$ cat src/rtl/jtag_pkg.sv
// JTAG TAP state encoding, default opcodes and fixed register widths.
// Shared by the target-side TAP and by initiator-side models.
package jtag_pkg;

    // Standard 1149.1 state encoding
    typedef enum logic [3:0] {
        ST_EXIT2_DR = 4'h0,
        ST_EXIT1_DR = 4'h1,
        ST_SHIFT_DR = 4'h2,
        ST_PAUSE_DR = 4'h3,
        ST_SEL_IR   = 4'h4,
        ST_UPD_DR   = 4'h5,
        ST_CAP_DR   = 4'h6,
        ST_SEL_DR   = 4'h7,
        ST_EXIT2_IR = 4'h8,
        ST_EXIT1_IR = 4'h9,
        ST_SHIFT_IR = 4'hA,
        ST_PAUSE_IR = 4'hB,
        ST_RTI      = 4'hC,
        ST_UPD_IR   = 4'hD,
        ST_CAP_IR   = 4'hE,
        ST_TLR      = 4'hF
    } tap_state_t;

    localparam int         IDCODE_W      = 32;
    localparam int         IR_W_DEF      = 10;
    localparam logic [9:0] OP_IDCODE_DEF = 10'h001;
    localparam logic [9:0] OP_USER_DEF   = 10'h002;
    localparam logic [9:0] OP_BYPASS_DEF = 10'h3FF;

    function automatic logic is_shift_state(tap_state_t s);
        return (s == ST_SHIFT_DR) || (s == ST_SHIFT_IR);
    endfunction

endpackage

$ cat src/rtl/jtag_tap_fsm.sv
// Combinational 1149.1 TAP next-state function: (state, tms) -> next state.
// No storage; the caller decides when a tck rise commits the transition.
module jtag_tap_fsm
    import jtag_pkg::*;
(
    input  tap_state_t state,
    input  logic       tms,
    output tap_state_t next_state
);

    always_comb begin
        next_state = state;
        case (state)
            ST_TLR:      next_state = tms ? ST_TLR      : ST_RTI;
            ST_RTI:      next_state = tms ? ST_SEL_DR   : ST_RTI;
            ST_SEL_DR:   next_state = tms ? ST_SEL_IR   : ST_CAP_DR;
            ST_CAP_DR:   next_state = tms ? ST_EXIT1_DR : ST_SHIFT_DR;
            ST_SHIFT_DR: next_state = tms ? ST_EXIT1_DR : ST_SHIFT_DR;
            ST_EXIT1_DR: next_state = tms ? ST_UPD_DR   : ST_PAUSE_DR;
            ST_PAUSE_DR: next_state = tms ? ST_EXIT2_DR : ST_PAUSE_DR;
            ST_EXIT2_DR: next_state = tms ? ST_UPD_DR   : ST_SHIFT_DR;
            ST_UPD_DR:   next_state = tms ? ST_SEL_DR   : ST_RTI;
            ST_SEL_IR:   next_state = tms ? ST_TLR      : ST_CAP_IR;
            ST_CAP_IR:   next_state = tms ? ST_EXIT1_IR : ST_SHIFT_IR;
            ST_SHIFT_IR: next_state = tms ? ST_EXIT1_IR : ST_SHIFT_IR;
            ST_EXIT1_IR: next_state = tms ? ST_UPD_IR   : ST_PAUSE_IR;
            ST_PAUSE_IR: next_state = tms ? ST_EXIT2_IR : ST_PAUSE_IR;
            ST_EXIT2_IR: next_state = tms ? ST_UPD_IR   : ST_SHIFT_IR;
            ST_UPD_IR:   next_state = tms ? ST_SEL_DR   : ST_RTI;
        endcase
    end

endmodule

$ cat src/rtl/jtag_tap_target.sv
// Target-side JTAG TAP with IR, BYPASS, IDCODE and a USER register bridged to TX/RX FIFOs.
// tck pin edge to register update is 3 clk; a full RX FIFO drops the Update-DR and sets sticky overflow.
module jtag_tap_target
    import jtag_pkg::*;
#(
    parameter int                    IR_WIDTH   = IR_W_DEF,
    parameter int                    DR_WIDTH   = 8,
    parameter logic [IDCODE_W-1:0]   IDCODE_VAL = 32'h1234_5001,
    parameter logic [IR_WIDTH-1:0]   OP_IDCODE  = IR_WIDTH'(OP_IDCODE_DEF),
    parameter logic [IR_WIDTH-1:0]   OP_USER    = IR_WIDTH'(OP_USER_DEF),
    parameter logic [IR_WIDTH-1:0]   OP_BYPASS  = '1
) (
    input  logic                clk,
    input  logic                rst,
    input  logic                tck,
    input  logic                tms,
    input  logic                tdi,
    output logic                tdo,
    output logic                tdo_oe,
    output logic [3:0]          tap_state,
    output logic [IR_WIDTH-1:0] ir,
    input  logic [DR_WIDTH-1:0] rdata_user,
    input  logic                empty_user,
    output logic                rd_user,
    output logic [DR_WIDTH-1:0] wdata_user,
    input  logic                full_user,
    output logic                wr_user,
    output logic                overflow
);

    logic [2:0] tck_s;
    logic [2:0] tms_s;
    logic [2:0] tdi_s;
    logic       rise;
    logic       fall;
    logic       tms_q;
    logic       tdi_q;

    tap_state_t state;
    tap_state_t state_nxt;
    tap_state_t fsm_next;

    logic [IR_WIDTH-1:0] ir_shift;
    logic [DR_WIDTH-1:0] dr_shift;
    logic [IDCODE_W-1:0] id_shift;
    logic                bypass_reg;
    logic                sel_id;
    logic                sel_user;
    logic                dr_msb;

    // All three pins share one pipeline so tms/tdi stay aligned with the tck edge
    always_ff @(posedge clk) begin
        if (rst) begin
            tck_s <= 3'b000;
            tms_s <= 3'b111;
            tdi_s <= 3'b000;
        end else begin
            tck_s <= {tck_s[1:0], tck};
            tms_s <= {tms_s[1:0], tms};
            tdi_s <= {tdi_s[1:0], tdi};
        end
    end

    assign rise  =  tck_s[1] & ~tck_s[2];
    assign fall  = ~tck_s[1] &  tck_s[2];
    // Third stage holds the value sampled while tck was still on its old level
    assign tms_q = tms_s[2];
    assign tdi_q = tdi_s[2];

    jtag_tap_fsm u_fsm (
        .state      (state),
        .tms        (tms_q),
        .next_state (fsm_next)
    );

    always_comb begin
        state_nxt = state;
        if (rise) begin
            state_nxt = fsm_next;
        end
    end

    always_ff @(posedge clk) begin
        if (rst) begin
            state <= ST_TLR;
        end else begin
            state <= state_nxt;
        end
    end

    assign tap_state = state;

    // An explicit BYPASS opcode wins if the opcode parameters ever overlap
    assign sel_id   = (ir == OP_IDCODE) && (ir != OP_BYPASS);
    assign sel_user = (ir == OP_USER)   && (ir != OP_BYPASS);

    always_comb begin
        dr_msb = bypass_reg;
        if (sel_user) begin
            dr_msb = dr_shift[DR_WIDTH-1];
        end else if (sel_id) begin
            dr_msb = id_shift[IDCODE_W-1];
        end
    end

    always_ff @(posedge clk) begin
        if (rst) begin
            ir         <= OP_IDCODE;
            ir_shift   <= '0;
            dr_shift   <= '0;
            id_shift   <= '0;
            bypass_reg <= 1'b0;
            tdo        <= 1'b0;
            tdo_oe     <= 1'b0;
            rd_user    <= 1'b0;
            wr_user    <= 1'b0;
            wdata_user <= '0;
            overflow   <= 1'b0;
        end else begin
            rd_user <= 1'b0;
            wr_user <= 1'b0;

            // Rise actions are keyed on the state being left
            if (rise) begin
                case (state)
                    ST_CAP_IR: begin
                        ir_shift <= IR_WIDTH'(1);
                    end
                    ST_SHIFT_IR: begin
                        ir_shift <= {ir_shift[IR_WIDTH-2:0], tdi_q};
                    end
                    ST_CAP_DR: begin
                        if (sel_user) begin
                            if (!empty_user) begin
                                dr_shift <= rdata_user;
                                rd_user  <= 1'b1;
                            end else begin
                                dr_shift <= '0;
                            end
                        end else if (sel_id) begin
                            id_shift <= IDCODE_VAL;
                        end else begin
                            bypass_reg <= 1'b0;
                        end
                    end
                    ST_SHIFT_DR: begin
                        if (sel_user) begin
                            dr_shift <= {dr_shift[DR_WIDTH-2:0], tdi_q};
                        end else if (sel_id) begin
                            id_shift <= {id_shift[IDCODE_W-2:0], tdi_q};
                        end else begin
                            bypass_reg <= tdi_q;
                        end
                    end
                    default: ;
                endcase
            end

            // Fall actions are keyed on the state just entered
            if (fall) begin
                tdo_oe <= is_shift_state(state);
                case (state)
                    ST_SHIFT_IR: tdo <= ir_shift[IR_WIDTH-1];
                    ST_SHIFT_DR: tdo <= dr_msb;
                    ST_UPD_IR:   ir  <= ir_shift;
                    ST_TLR:      ir  <= OP_IDCODE;
                    ST_UPD_DR: begin
                        if (sel_user) begin
                            if (!full_user) begin
                                wdata_user <= dr_shift;
                                wr_user    <= 1'b1;
                            end else begin
                                overflow <= 1'b1;
                            end
                        end
                    end
                    default: ;
                endcase
            end
        end
    end

endmodule

$ cat config.mk
export PLATFORM = sky130hd
export DESIGN_NAME = jtag_tap_target
export DESIGN_NICKNAME = d
export VERILOG_FILES = /design/src/rtl/jtag_pkg.sv /design/src/rtl/jtag_tap_fsm.sv /design/src/rtl/jtag_tap_target.sv
export SDC_FILE = /design/constraint.sdc
export NUM_CORES = 1
export LEC_CHECK = 0
export ABC_CLOCK_PERIOD_IN_PS = 1690
export CELL_PAD_IN_SITES_DETAIL_PLACEMENT = 1
export CELL_PAD_IN_SITES_GLOBAL_PLACEMENT = 2
export CORE_MARGIN = 5
export CORE_UTILIZATION = 30
export DETAILED_ROUTE_END_ITERATION = 10
export PLACE_DENSITY = 0.8
export RECOVER_POWER = 25
export SLEW_MARGIN = 20
export SYNTH_ARGS = -nofsm -noshare
export SYNTH_HDL_FRONTEND = slang
export SYNTH_SLANG_ARGS = --single-unit
export TNS_END_PERCENT = 20
$ cat constraint.sdc
create_clock -name clk -period 1.69 [get_ports clk]
set_input_delay 0.338 -clock clk [delete_from_list [all_inputs] [get_ports clk]]
set_output_delay 0.338 -clock clk [all_outputs]
set_load 0.02 [all_outputs]
==> summary.md <==
| Metric | Value |
|---|---|
| Worst Path Buf+Inv | `3` |
| Syn_area_per_cell | `8.77 um2` |
| Final setup fails | `0` |
| WP data arrival | `roughly 1.9 ns` |
| Pleak | `between 0.0015 and 0.002 uW` |
| Prevailing post-synth register cell | `dfxtp_1` |
| Cell count after synthesis | `407` |
| Fin. Hold Viols | `0` |
| Pre-CTS worst setup slack | `-0.194 ns` |
| Worst-path fanout max | `10` |
| Worst Setup End Kind | `flop` |
| Finished Core Util | `41.2%` |
| Synthesized flop and latch total | `87` |
| Core Area | `~0.012 mm2` |
| CTS root buf | `clkbuf_16` |
| Min-Delay Path Depth | `2` |
| Clk pin slew, worst setup/hold paths | `~0.060 ns` |
| Post-synth top cells | `dfxtp_1, a21oi_1, o21ai_1` |
| Setup slack after layout | `~0.037 ns` |
| Status | `finished clean` |
| Worst path max stage delay | `0.33 ns` |
| Top delay family on crit path | `buffers and inverters` |
| CTS tree | `done` |
| Final period demand of the worst path | `1.65 ns` |
| IO buf count | `41` |
| Crit-path cells | `nor4_4 > buf_4 > buf_4 > nand4b_1 > buf_6 > o21ai_1 > a21oi_1` |
| Worst hold path type | `in -> reg` |
| HPWL after DPL | `6.24 mm` |
| CTS H-Tree Depth | `3` |
| I/O pin cnt | `42` |
| Max VDD drop | `just under 0.4 mV` |
| Total GRT Usage | `14.1%` |
| Fraction of registers with async set/reset | `0%` |
| Clock Path Buffers | `2` |
| R2R depth | `7` |
| Yosys warns | `0` |
| Syn_nets | `422` |
| Die ar. | `approximately 0.014 mm2` |
| Number of stages on the worst setup path | `7` |
| Placed cell area | `between 0.004 and 0.005 mm2` |
| Via count | `roughly 3200` |
| DRT Pass-1 Iters | `4` |
| Remaining DRCs | `0` |
| Layout cell share with drive strength beyond 1 | `about a fifth` |
| Tightest Pin Transition | `0.519 ns` |
| Wire per inst | `16.4 um` |
| Post-route cell area | `around 0.0048 mm2` |
| Nets | `473` |
| Grt total ovfl | `0` |
| Final-layout fill cell count | `1341` |
| Critical path type | `reg -> reg` |
| Slew margin rel. | `65.3%` |
| Sequential cell area fraction in the yosys report | `48.8%` |
| Clk sink count | `87` |
| Initial antenna violation count | `0` |
| Total power | `4420 uW` |
| Die Span Y | `~120 um` |
| RSZ-0062 raised after global routing | `yes` |
| Gpl congestion | `0.790` |
| Fmax | `just over 600 MHz` |
| Cell variety after synth | `46` |
| Initial drt markers | `174` |
| Slew Limit Fails | `0` |
| Vias in the first global route | `3290` |
| Post-synth top area cell | `dfxtp_1` |
| CTS buffer count | `9` |
| Top flop regs | `id_shift (32), ir (10), ir_shift (10)` |
| WHS | `0.315 ns` |
| Final Skew | `slightly above 0.006 ns` |
| Top-count cell post-synth | `dfxtp_1` |
| Total Routed Length | `9.93 mm` |
| Top-area cell type share of the netlist area | `48.8%` |
| Placement Rows | `39` |
| Mapped Area | `0.00357 mm2` |
| Worst Path Required | `1.90 ns` |
| Top cells by area, synth | `dfxtp_1, a21oi_1, o21ai_1` |
| Flip-flop count of the largest register after layout | `32` |
| Diodes inserted | `0` |
| Cell type of the slowest stage on the worst timing path | `dfxtp_2` |
| Largest net degree at the start of global routing | `52` |
| First-pass GRT wire length | `16.5 mm` |
| Cell Pwr Density | `just over 900 mW/mm2` |
| Most used cell, CP | `buf_4` |
| Area delta synth->final | `33.5%` |
| Detail Route Antenna Nets | `0` |
| R2R Setup Slk | `0.04 ns` |
| Crit path launch type | `flop` |
| Via density | `5.35` |
| EDFF count, synth | `0` |
| Reg with most FFs | `id_shift` |
| Starting density of the core | `30.9%` |
| Max Cap Viol | `0` |
| Clk Latency, worst-skew pair | `0.34 ns` |
| Post-route clock period utilization | `a little under 100%` |
| Die W | `roughly 120 um` |
cell usage in the layout, fill, tap and decap left out, drive strengths merged, types with 11 or more instances in the layout:
cell type	instances
nor3	18
nand4	24
dfxtp	87
nor4	12
a21oi	68
nand2	17
buf	41
clkbuf	14
dlygate4sd2	13
o21ai	36
clkdlybuf4s50	27
nand3	19
nor2	11
path summary, 6_finish.rpt:
path | start | end
worst max-delay path | ir[2] | wdata_user[0]
worst min-delay path | rst | ir_shift[0]
worst max register to register | ir[2] | wdata_user[0]
worst min register to register | tms_s[0] | tms_s[1]
logic make-up (layout without fill, tap and decap cells):
logic type | Yosys count | after routing | synth area share [%]
xor+xnor | 1 | 1 | 0.245
flops | 87 | 87 | 48.8
buf+inv | 42 | 98 | 4.84
compound gates | 135 | 135 | 21.9
mux | 1 | 1 | 0.280
simple gates | 141 | 141 | 23.9
worst reg2reg max path, cell delays in order (launching register included):
cell	delay (ns)
dfxtp_2	0.33
nor4_4	0.30
buf_4	0.19
buf_4	0.12
nand4b_1	0.16
buf_6	0.20
o21ai_1	0.15
a21oi_1	0.09
area by class of cell:
cell class	count	area, um2	area share (%)
clock buffers	13	260	5.46
clock inverters	3	65.1	1.36
multi-input cells	278	1730	36.2
flip-flops and latches	87	1750	36.7
well taps	143	179	3.75
repair buffers	82	788	16.5
report_power, final:
part	internal (uW)	total, uW	switching (uW)
sequential	2060	2070	11.2
combinational	92.3	202	110
clock	1370	2150	774
metrics by stage:
| step | std cells | TNS, ns |
|---|---|---|
| floorplan | 407 | -0.0547 |
| global placement | 584 | -0.977 |
| detailed placement | 584 | -1.77 |
| CTS | 605 | -0.0000802 |
| global route | 606 | -1.88 |
| finish | 606 | 0 |
what timing repair did:
action / CTS / global route
setup buffers: 4 / 0
cloned: 1 / 1
resized for setup: 17 / 16
hold endpoints to repair: 0 / 0
endpoints found under the setup margin: 38 / 63
pin swaps: 2 / 59
hold buffers: 0 / 0
metal layers:
layer	share of wire, %	global-route usage [%]
met2	49	23.5
met4	1.8	5.79
met5	0	0
met1	46	17.7
met3	2.4	2.99
Note: power is estimated with default switching activity, not from simulation.
